`src/rtl/dmem_store_buffer_if.sv`:
```
// Bus bundle between the single-cycle datapath / data memory and the
// dmem_store_buffer. The slave modport is the buffer's view; the master
// modport is the view of whatever surrounds it (datapath plus memory).
interface dmem_store_buffer_if #(
    parameter int DEPTH  = 4,
    parameter int ADDR_W = 32,
    parameter int DATA_W = 32
);
    localparam int CNT_W = $clog2(DEPTH) + 1;

    // Datapath side
    logic [ADDR_W-1:0] aluResult;
    logic [DATA_W-1:0] writeData;
    logic              memWrite;
    logic [DATA_W-1:0] readData;
    logic              stall;

    // Memory side
    logic [ADDR_W-1:0] mem_raddr;
    logic [DATA_W-1:0] mem_rdata;
    logic              mem_wvalid;
    logic [ADDR_W-1:0] mem_waddr;
    logic [DATA_W-1:0] mem_wdata;
    logic              mem_wready;

    // Status
    logic              empty;
    logic [CNT_W-1:0]  count;

    modport slave (
        input  aluResult, writeData, memWrite, mem_rdata, mem_wready,
        output readData, stall, mem_raddr, mem_wvalid, mem_waddr, mem_wdata,
               empty, count
    );

    modport master (
        output aluResult, writeData, memWrite, mem_rdata, mem_wready,
        input  readData, stall, mem_raddr, mem_wvalid, mem_waddr, mem_wdata,
               empty, count
    );
endinterface

```
`src/rtl/dmem_store_buffer.sv`:
```
// Store buffer on the data-memory side of a single-cycle datapath.
// Stores are queued in a DEPTH-entry circular FIFO (DEPTH a power of two,
// at least 2) and drained through a valid/ready write port; loads are
// answered combinationally, forwarding from the youngest matching queued
// store or falling through to memory. Only whole-word stores exist, so
// byte-address bits [1:0] are ignored everywhere.
//
// Optional feature, enabled by defining STORE_COALESCE_EN: a store to the
// same word as the youngest entry overwrites that entry's data instead of
// pushing, unless that entry is the head currently offered to memory.
module dmem_store_buffer #(
    parameter int DEPTH  = 4,
    parameter int ADDR_W = 32,
    parameter int DATA_W = 32
) (
    input  logic                 clk,
    input  logic                 reset,   // asynchronous, active low
    dmem_store_buffer_if.slave   bus
);
    localparam int PTR_W = $clog2(DEPTH);
    localparam int CNT_W = PTR_W + 1;
    localparam int WA_W  = ADDR_W - 2;
    localparam logic [CNT_W-1:0] FULL_CNT = CNT_W'(DEPTH);

    // Entry storage: word address and data
    logic [WA_W-1:0]   buf_addr_q [DEPTH];
    logic [DATA_W-1:0] buf_data_q [DEPTH];

    logic [PTR_W-1:0]  head_q, head_d;
    logic [PTR_W-1:0]  tail_q, tail_d;
    logic [CNT_W-1:0]  count_q, count_d;

    logic [WA_W-1:0]   word_addr;
    logic [PTR_W-1:0]  young_idx;
    logic [PTR_W-1:0]  wr_idx;
    logic              full;
    logic              not_empty;
    logic              coal;
    logic              push;
    logic              pop;
    logic              wr_en;
    logic              fwd_hit;
    logic [DATA_W-1:0] fwd_data;
    logic              unused_byte_bits;

    assign word_addr        = bus.aluResult[ADDR_W-1:2];
    assign unused_byte_bits = ^bus.aluResult[1:0];
    assign full             = (count_q == FULL_CNT);
    assign not_empty        = (count_q != '0);
    assign young_idx        = tail_q - PTR_W'(1);

`ifdef STORE_COALESCE_EN
    // Merge into the youngest entry unless it is the head being offered,
    // whose address/data must stay stable for the handshake.
    assign coal = bus.memWrite && not_empty
               && (buf_addr_q[young_idx] == word_addr)
               && !((young_idx == head_q) && not_empty);
`else
    assign coal = 1'b0;
`endif

    // Pointer and occupancy next-state
    always_comb begin
        // NOTE: every always_comb output gets a default first so no latch is inferred.
        pop     = not_empty && bus.mem_wready;
        push    = bus.memWrite && !full && !coal;
        head_d  = head_q;
        tail_d  = tail_q;
        count_d = count_q;
        if (pop)  head_d = head_q + PTR_W'(1);
        if (push) tail_d = tail_q + PTR_W'(1);
        if (push && !pop)      count_d = count_q + CNT_W'(1);
        else if (pop && !push) count_d = count_q - CNT_W'(1);
    end

    // Pointer and occupancy registers
    always_ff @(posedge clk or negedge reset) begin
        // NOTE: sequential state uses non-blocking assignment only.
        if (!reset) begin
            head_q  <= '0;
            tail_q  <= '0;
            count_q <= '0;
        end else begin
            head_q  <= head_d;
            tail_q  <= tail_d;
            count_q <= count_d;
        end
    end

    assign wr_en  = push || coal;
    assign wr_idx = coal ? young_idx : tail_q;

    // Entry write: new entry at tail, or overwrite of the youngest entry
    always_ff @(posedge clk) begin
        // NOTE: the entry array has no reset; occupancy alone decides which entries are meaningful.
        if (wr_en) begin
            buf_addr_q[wr_idx] <= word_addr;
            buf_data_q[wr_idx] <= bus.writeData;
        end
    end

    // Load forwarding: scan head to tail-1 so the youngest match wins
    always_comb begin
        fwd_hit  = 1'b0;
        fwd_data = '0;
        for (int i = 0; i < DEPTH; i++) begin
            if ((CNT_W'(i) < count_q)
                && (buf_addr_q[head_q + PTR_W'(i)] == word_addr)) begin
                fwd_hit  = 1'b1;
                fwd_data = buf_data_q[head_q + PTR_W'(i)];
            end
        end
    end

    assign bus.readData   = fwd_hit ? fwd_data : bus.mem_rdata;
    assign bus.mem_raddr  = bus.aluResult;
    assign bus.stall      = reset && bus.memWrite && full && !coal;
    assign bus.mem_wvalid = not_empty;
    assign bus.mem_waddr  = {buf_addr_q[head_q], 2'b00};
    assign bus.mem_wdata  = buf_data_q[head_q];
    assign bus.empty      = !not_empty;
    assign bus.count      = count_q;
endmodule

```
`src/flat_wrapper.sv`:
```
// flat-port wrapper written by rule: the top's interface ports become plain ports
module dmem_store_buffer_flat 
#(
    parameter int DEPTH  = 4,
    parameter int ADDR_W = 32,
    parameter int DATA_W = 32
)
  (clk, reset, bus_aluResult, bus_writeData, bus_memWrite, bus_mem_rdata, bus_mem_wready, bus_readData, bus_stall, bus_mem_raddr, bus_mem_wvalid, bus_mem_waddr, bus_mem_wdata, bus_empty, bus_count);
  dmem_store_buffer_if #(.DEPTH(DEPTH), .ADDR_W(ADDR_W), .DATA_W(DATA_W)) bus_i ();
  input  logic clk;
  input  logic reset;
  input wire logic [$bits(bus_i.aluResult)-1:0] bus_aluResult;
  input wire logic [$bits(bus_i.writeData)-1:0] bus_writeData;
  input wire logic [$bits(bus_i.memWrite)-1:0] bus_memWrite;
  input wire logic [$bits(bus_i.mem_rdata)-1:0] bus_mem_rdata;
  input wire logic [$bits(bus_i.mem_wready)-1:0] bus_mem_wready;
  output wire logic [$bits(bus_i.readData)-1:0] bus_readData;
  output wire logic [$bits(bus_i.stall)-1:0] bus_stall;
  output wire logic [$bits(bus_i.mem_raddr)-1:0] bus_mem_raddr;
  output wire logic [$bits(bus_i.mem_wvalid)-1:0] bus_mem_wvalid;
  output wire logic [$bits(bus_i.mem_waddr)-1:0] bus_mem_waddr;
  output wire logic [$bits(bus_i.mem_wdata)-1:0] bus_mem_wdata;
  output wire logic [$bits(bus_i.empty)-1:0] bus_empty;
  output wire logic [$bits(bus_i.count)-1:0] bus_count;
  assign bus_i.aluResult = bus_aluResult;
  assign bus_i.writeData = bus_writeData;
  assign bus_i.memWrite = bus_memWrite;
  assign bus_i.mem_rdata = bus_mem_rdata;
  assign bus_i.mem_wready = bus_mem_wready;
  assign bus_readData = bus_i.readData;
  assign bus_stall = bus_i.stall;
  assign bus_mem_raddr = bus_i.mem_raddr;
  assign bus_mem_wvalid = bus_i.mem_wvalid;
  assign bus_mem_waddr = bus_i.mem_waddr;
  assign bus_mem_wdata = bus_i.mem_wdata;
  assign bus_empty = bus_i.empty;
  assign bus_count = bus_i.count;
  dmem_store_buffer #(.DEPTH(DEPTH), .ADDR_W(ADDR_W), .DATA_W(DATA_W)) u_core (.clk(clk), .reset(reset), .bus(bus_i));
endmodule
```
`config.mk`:
```
export PLATFORM = sky130hd
export DESIGN_NAME = dmem_store_buffer_flat
export DESIGN_NICKNAME = d
export VERILOG_FILES = /design/src/rtl/dmem_store_buffer_if.sv /design/src/rtl/dmem_store_buffer.sv /design/src/flat_wrapper.sv
export SDC_FILE = /design/constraint.sdc
export NUM_CORES = 1
export LEC_CHECK = 0
export ABC_AREA = 0
export BUFFER_PORTS_ARGS = -buffer_cell sky130_fd_sc_hd__buf_2
export CORE_MARGIN = 2
export CORE_UTILIZATION = 55
export DETAILED_ROUTE_END_ITERATION = 16
export PLACE_DENSITY_LB_ADDON = 0.3
export SYNTH_ARGS = -nofsm -noshare
export SYNTH_HDL_FRONTEND = slang
export SYNTH_SLANG_ARGS = --single-unit
```
`constraint.sdc`:
```
create_clock -name clk -period 3.7 [get_ports clk]
set_input_delay 0.185 -clock clk [delete_from_list [all_inputs] [get_ports clk]]
set_output_delay 0.185 -clock clk [all_outputs]
set_load 0.03 [all_outputs]
```
==> flow_metrics.py, run 1 <==
metrics = {
    "layout": {
        "nets": 1815,
        "area_growth_pct": 24.0,
        "diodes": 0,
        "final_core_util_pct": 68.9,
        "fill_cells": 2138,
        "multi_input_area_mm2": 0.00949,
        "layout.area.seq_mm2": 0.00763,
        "drive_above_1_share_pct": 37.9,
        "stdcell_area_mm2": 0.0217,
    },
    "floorplan": {
        "pin_count": 234,
        "num_rows": 65,
        "die_h_um": 182,
        "initial_core_util_pct": 55.6,
        "die_area_mm2": 0.0333,
        "core_area_mm2": 0.0315,
        "die_x_um": 182,
    },
    "route": {
        "drcViolationCount": 0,
        "avgViaCountPerCell": 6.58,
        "first_pass_iters": 6,
        "drt_wl_total_um": 50100,
        "antenna_left": 0,
        "drt_iter0_drc": 1458,
        "route.vias.total": 14000,
        "wl_per_cell_um": 23.6,
    },
    "clock_tree": {
        "clk_path_buf_depth": 3,
        "cts-root-buf": "clkbuf_16",
        "numCtsBuffers": 28,
        "cts.reportedPaths.clkPinSlew_ns": 0.06,
        "clk_latency_ns": 0.55,
        "cts_tree": "done",
        "cts_sinks": 255,
        "htreeDepth": 1,
    },
    "yosys": {
        "synth_seq_cells": 255,
        "synthCells": 1438,
        "avgSynthCellArea_um2": 12.2,
        "yosys_warnings": 0,
        "synth_seq_area_share_pct": 43.6,
        "synthArstFlopShare_pct": 2.75,
        "synth-edff-count": 248,
        "synth_cell_types": 58,
        "synth_ff_type": "edfxtp_1",
        "synth_area_mm2": 0.0175,
    },
    "worst_setup_path": {
        "crit_top_cell": "buf_4",
        "start_kind": "flop",
        "max_stage_delay_ns": 0.51,
        "setup.worst_path.end_class": "primary output",
        "worstPathMaxFanout": 15,
        "crit_type": "flop to primary output",
        "crit_arrival_ns": 4.19,
        "cp_cell_sequence": "buf_4, buf_4, buf_4, mux4_2, xor2_1, nor4_1, nand4_1, nor4_2, buf_4, or3_4, nand2_8, buf_12, o31ai_2, buf_4",
        "crit_path_top_delay_cell": "dfrtp_4",
        "critical_path_required_ns": 3.51,
    },
    "global_route": {
        "grt_pass1_wl_um": 75500,
        "antenna_found_initial": 1,
        "grt_util_all_layers_pct": 28.9,
        "gr-total-overflow": 0,
        "grt_pass1_vias": 13300,
        "grt_max_degree": 129,
    },
    "power_and_ir_drop": {
        "switching_share_pct": 44.2,
        "clkPwrFrac_pct": 15.2,
        "netSwitchingPower_mw": 7.69,
        "p_leak_nw": 8.10,
        "power_density_mw_per_mm2": 802,
        "peakVddDrop_uv": 525,
        "intPower_mw": 9.71,
        "p_seq_share_pct": 24.3,
        "combPwrFrac_pct": 60.6,
    },
    "sta": {
        "rsz0062_at_grt": "yes",
        "setup_slack_ns": -0.672,
        "slew_violations": 0,
        "setup_viol": 32,
        "clock.fmax_mhz": 229,
        "hold_ws_ns": 0.00744,
        "post-route-period-util_pct": 118,
        "hold_viol": 0,
        "min_period_ns": 4.37,
        "fin_skew_ns": 0.0223,
        "tightest_slew_ns": 1.20,
        "slew_headroom_pct": 19.9,
    },
    "placed_design": {
        "post-dp-hpwl_um": 32400,
        "place.gp.congestion": 0.907,
        "io_buffers": 227,
        "place_area_mm2": 0.0193,
    },
    "run_status": {
        "violations": "negative setup slack",
        "status": "complete, but fails checks",
    },
    "worst_hold_path": {
        "hp-class": "primary input to async pin",
    },
    "flow_run": {
        "drv_cap": 0,
    },
}
-- cell usage after synthesis (all sizes together), types with 2 or more instances --
cell | number | area share [%]
edfxtp | 248 | 43
mux2i | 110 | 6.3
mux4 | 98 | 13
xnor2 | 92 | 4.6
buf | 90 | 3.6
nand2 | 78 | 1.7
clkbuf | 71 | 1.5
nor2 | 70 | 1.5
a211oi | 64 | 2.7
a21oi | 41 | 1.2
mux2 | 40 | 2.6
nand3 | 38 | 1.1
and2 | 36 | 1.3
a21o | 33 | 1.4
a31oi | 33 | 1.2
a21boi | 32 | 1.4
or3 | 32 | 1.1
a211o | 31 | 1.6
nor2b | 31 | 1.1
o31ai | 31 | 2.2
xor2 | 28 | 1.4
nand4 | 27 | 0.97
inv | 12 | 0.26
nor4 | 12 | 0.55
ha | 9 | 0.64
dfrtp | 7 | 1.0
o22ai | 7 | 0.25
o2111ai | 4 | 0.24
o21ai | 4 | 0.11
a222oi | 3 | 0.17
nor3 | 3 | 0.086
a21bo | 2 | 0.11
a2bb2oi | 2 | 0.10
nand2b | 2 | 0.071
nor3b | 2 | 0.086
or4 | 2 | 0.086
-- layout make-up --
cell class                 count  share of cell area (%)
clock buffer                  33                    3.51
clock inverter                18                   0.473
inverter                      12                   0.219
multi-input combinational   1011                    43.8
sequential                   255                    35.2
tap                          402                    2.32
timing repair buffer         398                    14.6
-- cells in the final DEF (no fill, tap or decap), types with 32 or more instances in the layout --
cell type / instances
xnor2_1: 82
mux2_2: 37
clkbuf_16: 34
mux4_2: 98
buf_4: 97
nand3_1: 38
nor2_1: 69
and2_1: 32
a21o_1: 33
mux2i_1: 107
a211oi_1: 62
nand2_1: 76
buf_2: 195
dlygate4sd3_1: 49
edfxtp_1: 248
-- power by group through the flow --
stage | sequential (mW) | combinational (mW) | clock, mW
5_1_grt | 4.28 | 11.2 | 2.77
2_1_floorplan | 4.18 | 7.24 | 0
3_5_place_dp | 4.28 | 9.70 | 0
4_1_cts | 4.20 | 10.2 | 2.66
3_3_place_gp | 4.23 | 9.56 | 0
6_report | 4.22 | 10.5 | 2.64
-- per-stage QoR --
stage	setup TNS, ns	cells	worst slack (ns)	power (mW)
2_1_floorplan	0	1439	0.00371	11.4
3_3_place_gp	-6.13	2004	-0.256	13.8
3_5_place_dp	-6.86	2004	-0.258	14.0
4_1_cts	-17.89	2113	-0.613	17.1
5_1_grt	-23.65	2129	-0.783	18.2
6_report	-19.79	2129	-0.672	17.4
-- sequential cells by signal, summed over array words and instances (netlist names) --
signal	cells
u_core.head_q	2
u_core.tail_q	2
u_core.buf_data_q	128
u_core.buf_addr_q	120
u_core.bus.count	3
-- worst paths after layout --
| path | start | end | slack, ns | cells after the start |
|---|---|---|---|---|
| worst max register to register | u_core.bus.count[0] | u_core.buf_data_q[2][1] | 1.05 | 5 |
| max in group asynchronous | reset | u_core.head_q[1] | 3.48 | 2 |
| worst max-delay path | u_core.head_q[0] | bus_readData[10] | -0.67 | 14 |
| worst min register to register | u_core.bus.count[0] | u_core.bus.count[0] | 0.62 | 1 |
| min in group clk | bus_aluResult[28] | u_core.buf_addr_q[2][26] | 0.01 | 1 |
| worst min-delay path | reset | u_core.head_q[0] | 0.007 | 2 |
-- per-layer routing --
| metal | vias up | wire, um | track usage [%] |
|---|---|---|---|
| met5 | - | 13 | 0 |
| met4 | 2 | 1640 | 10.5 |
| met3 | 142 | 4890 | 4.85 |
| met2 | 894 | 23600 | 46.1 |
| met1 | 6871 | 20000 | 40.4 |
| li1 | 6106 | - | - |
-- cell families (layout without fill, tap and decap cells) --
logic type / after synthesis / after routing / synth area share (%)
simple gates: 337 / 337 / 9.86
compound gates: 295 / 295 / 13.1
flops: 255 / 255 / 43.6
mux: 248 / 248 / 21.5
buf+inv: 173 / 461 / 5.34
xor+xnor: 120 / 120 / 6.01
fa+ha+maj: 9 / 9 / 0.644
other cells: 1 / 2 / 0.0214
-- worst max-delay path, delay by kind of cell (launching register included) --
kind	cells	cell delay, ns
muxes	1	0.45
DFF	1	0.51
and+or+nand+nor	5	1.10
AOI/OAI and AO/OA	1	0.28
buffers and inverters	6	1.09
xor gates and xnor gates	1	0.19
-- repair_timing --
item	4_1_cts	5_1_grt
hold buffers	48	1
resized for setup	123	73
gates cloned	2	8
setup endpoints to repair	32	37
buffers inserted	8	7
hold endpoints to repair	192	4
pin swaps	22	10
Note: power is estimated with default switching activity, not from simulation.
==> run 2, diff against run 1 <==
- SKIP_LAST_GASP: default -> 1
==> run 2 against run 1 <==
- wire length is 2.0% lower
- clock skew is 0.00055 ns higher
- design area is 1.1% lower
- the run still ends with negative setup slack left
- non-clock buffer count is 3 lower
- sequential share of layout area is 0.40 points higher
- utilization is 0.77 points lower
- clock power hardly changed
- flip-flop and latch count stayed put
==> flow_metrics.py, run 2 (synthesis results as in run 1) <==
metrics = {
    "power_and_ir_drop": {
        "netSwitchingPower_mw": 7.63,
        "switching_share_pct": 43.9,
        "clkPwrFrac_pct": 15.2,
        "combPwrFrac_pct": 60.5,
        "p_seq_share_pct": 24.3,
        "peakVddDrop_uv": 521,
        "p_leak_nw": 8.03,
        "intPower_mw": 9.73,
        "power_density_mw_per_mm2": 810,
    },
    "placed_design": {
        "place.gp.congestion": 0.907,
        "post-dp-hpwl_um": 32400,
        "io_buffers": 227,
        "placed_cells": 2004,
    },
    "floorplan": {
        "die_x_um": 182,
        "core_area_mm2": 0.0315,
        "die_h_um": 182,
        "pin_count": 234,
        "die_area_mm2": 0.0333,
        "initial_core_util_pct": 55.6,
        "num_rows": 65,
    },
    "layout": {
        "diodes": 0,
        "drive_above_1_share_pct": 36.0,
        "area_growth_pct": 22.6,
        "final_cell_mix": "248 x edfxtp_1, 196 x buf_2, 109 x mux2i_1",
        "regMostFlops": "u_core.buf_data_q",
        "largest_reg_flops": 128,
        "final_common_cell": "edfxtp_1",
        "nets": 1812,
        "layout.cells.non_filler": 2126,
        "fill_cells": 2185,
        "final_core_util_pct": 68.1,
    },
    "sta": {
        "slew_headroom_pct": 18.8,
        "fin_skew_ns": 0.0229,
        "slew_violations": 0,
        "hold_viol": 0,
        "clock.fmax_mhz": 225,
        "tightest_slew_ns": 1.22,
        "setup_viol": 32,
        "rsz0062_at_grt": "yes",
        "post-route-period-util_pct": 120,
        "setup_slack_ns": -0.737,
        "hold_ws_ns": 0.00528,
        "min_period_ns": 4.44,
        "finalSetupTns_ns": -22.10,
    },
    "route": {
        "drcViolationCount": 0,
        "antenna_left": 0,
        "routed.top_layer": "met5",
        "first_pass_iters": 5,
        "route.vias.total": 13800,
        "wl_per_cell_um": 23.1,
        "dr_wl_met2_um": 22800,
        "drt_wl_total_um": 49100,
        "avgViaCountPerCell": 6.49,
        "wl_met3_um": 4350,
        "drt_iter0_drc": 1352,
        "wl_met1_um": 20200,
    },
    "worst_hold_path": {
        "hp-class": "primary input to async pin",
    },
    "global_route": {
        "grt_pass1_wl_um": 75200,
        "antenna_found_initial": 1,
        "grt_pass1_vias": 13300,
        "gr-total-overflow": 0,
        "grt_max_degree": 129,
        "grt_util_all_layers_pct": 28.8,
    },
    "clock_tree": {
        "cts-root-buf": "clkbuf_16",
        "cts_sinks": 255,
        "cts_tree": "done",
        "clk_latency_ns": 0.55,
        "numCtsBuffers": 28,
        "clk_path_buf_depth": 3,
        "cts.reportedPaths.clkPinSlew_ns": 0.07,
        "htreeDepth": 1,
    },
    "worst_setup_path": {
        "cp_cell_sequence": "buf_6, buf_12, mux2_4, a222oi_1, o2111ai_2, or4_4, nor4_4, buf_4, or3_4, nand2_8, buf_12, o31ai_2, buf_4",
        "max_stage_delay_ns": 0.50,
        "setup.worst_path.end_class": "primary output",
        "crit_type": "flop to primary output",
        "start_kind": "flop",
        "worstPathMaxFanout": 15,
        "crit_arrival_ns": 4.25,
        "crit_path_top_delay_cell": "dfrtp_4",
        "critical_path_required_ns": 3.51,
    },
    "run_status": {
        "status": "complete, but fails checks",
        "violations": "negative setup slack",
    },
    "flow_run": {
        "drv_cap": 0,
    },
}
[run 2: layout make-up]
cell class                      count  area (um2)  share of cell area, %
Timing Repair Buffer              395        3040                   14.2
Inverter                           12        47.5                  0.222
Clock buffer                       33         761                   3.55
Clock inverter                     18         103                  0.478
Multi-Input combinational cell   1011        9360                   43.7
Tap cell                          402         503                   2.34
Sequential cell                   255        7630                   35.6
[run 2: critical path: cells and delay by family (launching register included)]
| family | cells | cell delay, ns |
|---|---|---|
| compound gates | 3 | 0.91 |
| simple gates | 4 | 1.07 |
| mux | 1 | 0.30 |
| buf+inv | 5 | 0.88 |
| flops | 1 | 0.50 |
[run 2: final timing paths]
kind | cells past startpoint | to | from | slack (ns)
max in group asynchronous | 2 | u_core.head_q[1] | reset | 3.47
worst max-delay path | 13 | bus_readData[10] | u_core.head_q[0] | -0.74
worst min register to register | 2 | u_core.bus.count[1] | u_core.bus.count[1] | 0.63
worst max register to register | 5 | u_core.buf_data_q[2][4] | u_core.bus.count[0] | 1.07
min in group clk | 1 | u_core.buf_addr_q[1][8] | bus_aluResult[10] | 0.01
worst min-delay path | 2 | u_core.head_q[0] | reset | 0.005
[run 2: power groups by stage]
stage	Clock (mW)	Sequential, mW	Combinational (mW)
after floorplan	0	4.18	7.24
after global placement	0	4.23	9.56
after detailed placement	0	4.28	9.70
after CTS	2.66	4.20	10.2
after global routing	2.77	4.28	11.1
final	2.64	4.22	10.5
[run 2: stage by stage]
step | setup slack [ns] | instance area [um2] | total power [mW]
2_1_floorplan | 0.00371 | 17500 | 11.4
3_3_place_gp | -0.256 | 19300 | 13.8
3_5_place_dp | -0.258 | 19300 | 14.0
4_1_cts | -0.626 | 21200 | 17.1
5_1_grt | -0.813 | 21400 | 18.2
6_report | -0.737 | 21400 | 17.4
[run 2: what timing repair did]
item                                    CTS  global route
pin swaps                                10             8
hold buffers                             48             1
resized for setup                        94            47
endpoints found under the hold margin   192             4
setup buffers                             8            11
endpoints found under the setup margin   32            37
gates cloned                              2             2
[run 2: layer usage]
layer  up-vias  GRT usage [%]
met5         -              0
met4         2           10.6
met3       131           4.99
met2       786           45.7
met1      6785           40.2
li1       6096              -
==> run 3, diff against run 2 <==
--- a/config.mk
+++ b/config.mk
@@ -7,8 +7,8 @@
 export LEC_CHECK = 0
 export ABC_AREA = 0
-export BUFFER_PORTS_ARGS = -buffer_cell sky130_fd_sc_hd__buf_2
 export CORE_MARGIN = 2
 export CORE_UTILIZATION = 55
 export DETAILED_ROUTE_END_ITERATION = 16
+export DONT_BUFFER_PORTS = 1
 export PLACE_DENSITY_LB_ADDON = 0.3
 export SKIP_LAST_GASP = 1
==> constraint.sdc (replaced) <==
create_clock -name clk -period 3.7 [get_ports clk]
set_input_delay 0.37 -clock clk [delete_from_list [all_inputs] [get_ports clk]]
set_output_delay 0.37 -clock clk [all_outputs]
set_load 0.03 [all_outputs]
==> run 3 against run 2 <==
- the flow still finishes with violations (negative setup slack)
- global-route usage grew 1.1 points
- total power grew 3.0%
- sequential power is essentially flat
- clock skew shrank 0.013 ns
- flip-flop and latch count is the same
- non-clock buffer count shrank 116
- largest cell class unchanged
==> flow_metrics.py, run 3 (synthesis results as in run 1) <==
metrics = {
    "route": {
        "first_pass_iters": 6,
        "drt_iter0_drc": 1402,
        "route.vias.total": 13600,
        "drcViolationCount": 0,
        "avgViaCountPerCell": 6.73,
        "wl_per_cell_um": 25.2,
        "antenna_left": 0,
        "drt_wl_total_um": 50800,
    },
    "worst_setup_path": {
        "reg2reg_depth": 5,
        "cp_cell_sequence": "buf_12, buf_4, mux4_2, xnor2_1, nand4_1, nor4_1, nand2_1, buf_4, nor4b_4, buf_6, buf_4, a21oi_1, o31ai_2, buf_4",
        "crit_arrival_ns": 4.16,
        "crit_type": "flop to primary output",
        "setup.worst_path.end_class": "primary output",
        "start_kind": "flop",
        "max_stage_delay_ns": 0.53,
        "crit_top_cell": "buf_4",
        "worstPathMaxFanout": 15,
        "critical_path_required_ns": 3.33,
        "worst-r2r-setup-slack_ns": 1.07,
        "crit_path_top_delay_cell": "dfrtp_4",
        "worst_r2r_startpoint": "u_core.bus.count[0]",
        "reg2reg_to": "u_core.buf_data_q[0][14]",
    },
    "floorplan": {
        "die_area_mm2": 0.0333,
        "initial_core_util_pct": 55.6,
        "die_x_um": 182,
        "num_rows": 65,
        "die_h_um": 182,
        "pin_count": 234,
        "core_area_mm2": 0.0315,
    },
    "layout": {
        "final_cell_mix": "248 x edfxtp_1, 166 x buf_4, 108 x mux2i_1",
        "final_core_util_pct": 67.8,
        "largest_reg_flops": 128,
        "final_common_cell": "edfxtp_1",
        "regMostFlops": "u_core.buf_data_q",
        "stdcell_area_mm2": 0.0213,
        "area_growth_pct": 22.0,
        "nets": 1697,
        "drive_above_1_share_pct": 30.8,
    },
    "sta": {
        "rsz0062_at_grt": "yes",
        "tightest_slew_ns": 0.896,
        "slew_headroom_pct": 40.3,
        "clock.fmax_mhz": 221,
        "slew_violations": 0,
        "setup_slack_ns": -0.829,
        "post-route-period-util_pct": 122,
        "setup_viol": 32,
        "fin_skew_ns": 0.0103,
        "hold_viol": 0,
        "min_period_ns": 4.53,
    },
    "global_route": {
        "grt_pass1_vias": 13200,
        "grt_pass1_wl_um": 76900,
        "antenna_found_initial": 1,
        "gr-total-overflow": 0,
        "grt_max_degree": 82,
        "grt_util_all_layers_pct": 29.9,
    },
    "clock_tree": {
        "cts_tree": "done",
        "numCtsBuffers": 29,
        "cts.reportedPaths.clkPinSlew_ns": 0.06,
        "clk_path_buf_depth": 3,
        "cts-root-buf": "clkbuf_16",
        "cts_sinks": 255,
        "clk_latency_ns": 0.56,
        "htreeDepth": 1,
    },
    "placed_design": {
        "place.gp.congestion": 0.935,
        "io_buffers": 0,
        "place_area_mm2": 0.0188,
        "post-dp-hpwl_um": 32500,
    },
    "worst_hold_path": {
        "hp-class": "primary input to flop",
        "holdCritStartpoint": "bus_mem_wready",
        "holdPathEnd": "u_core.head_q[1]",
        "hold_depth": 2,
    },
    "power_and_ir_drop": {
        "power_density_mw_per_mm2": 838,
        "p_leak_nw": 7.80,
        "peakVddDrop_uv": 441,
        "power_mw": 17.9,
    },
    "run_status": {
        "violations": "negative setup slack",
        "status": "complete, but fails checks",
    },
    "flow_run": {
        "drv_cap": 0,
    },
}
==> run 3: power by group <==
group          internal, mW  total [mW]  switching (mW)  leakage (nW)
Sequential             3.84        4.22           0.385          2.35
Combinational          4.64        10.7            6.03          4.96
Clock                  1.81        3.00            1.18         0.482
==> run 3: per-stage QoR <==
step                      instances  TNS [ns]  hold slack (ns)  worst slack (ns)
final                          2013    -24.49           0.0373            -0.829
after global placement         1865    -10.54           0.0747            -0.362
after global routing           2013    -27.13           0.0385            -0.883
after detailed placement       1865    -11.01           0.0746            -0.379
after floorplan                1439     -2.17           0.0744           -0.0723
after CTS                      2011    -22.08           0.0303            -0.740
==> run 3: metal layers <==
layer / vias to the layer above / track usage [%] / routed length (um)
met5: - / 0 / 0
met1: 6759 / 40.7 / 20300
li1: 5866 / - / -
met2: 790 / 48.1 / 23600
met4: 0 / 9.68 / 1720
met3: 136 / 6.79 / 5270
==> run 3: final cells by class <==
class / instances / area [um2]
repair buffers: 279 / 2850
fillers: 2224 / 10100
clock inverters: 14 / 184
flip-flops and latches: 255 / 7630
well taps: 402 / 503
clock buffers: 39 / 813
multi-input cells: 1011 / 9310
inverters: 12 / 47.5
diodes: 1 / 2.50
==> run 3: worst max-delay path by stage <==
stage                           startpoint               end  slack (ns)  depth (start not counted)
after CTS                 u_core.head_q[0]  bus_readData[12]       -0.74                         16
final                     u_core.head_q[1]  bus_readData[13]       -0.83                         14
after global placement    u_core.head_q[0]  bus_readData[12]       -0.36                         12
after floorplan           u_core.head_q[0]   bus_readData[0]       -0.07                         12
after global routing      u_core.head_q[0]  bus_readData[18]       -0.88                         16
after detailed placement  u_core.head_q[0]  bus_readData[25]       -0.38                         12
==> run 3: critical path, delay by kind of cell, from the launching register on <==
family,cells,cell delay [ns]
compound gates,2,0.28
xor+xnor,1,0.45
buf+inv,6,1.01
flops,1,0.53
mux,1,0.50
simple gates,4,0.80
==> run 3: what timing repair did <==
| action | 4_1_cts | 5_1_grt |
|---|---|---|
| gates cloned | 9 | 2 |
| hold buffers | 63 | 0 |
| buffers inserted | 21 | 0 |
| resized for setup | 64 | 31 |
| endpoints found under the setup margin | 32 | 32 |
| pin swaps | 7 | 7 |
| hold endpoints to repair | 255 | 0 |
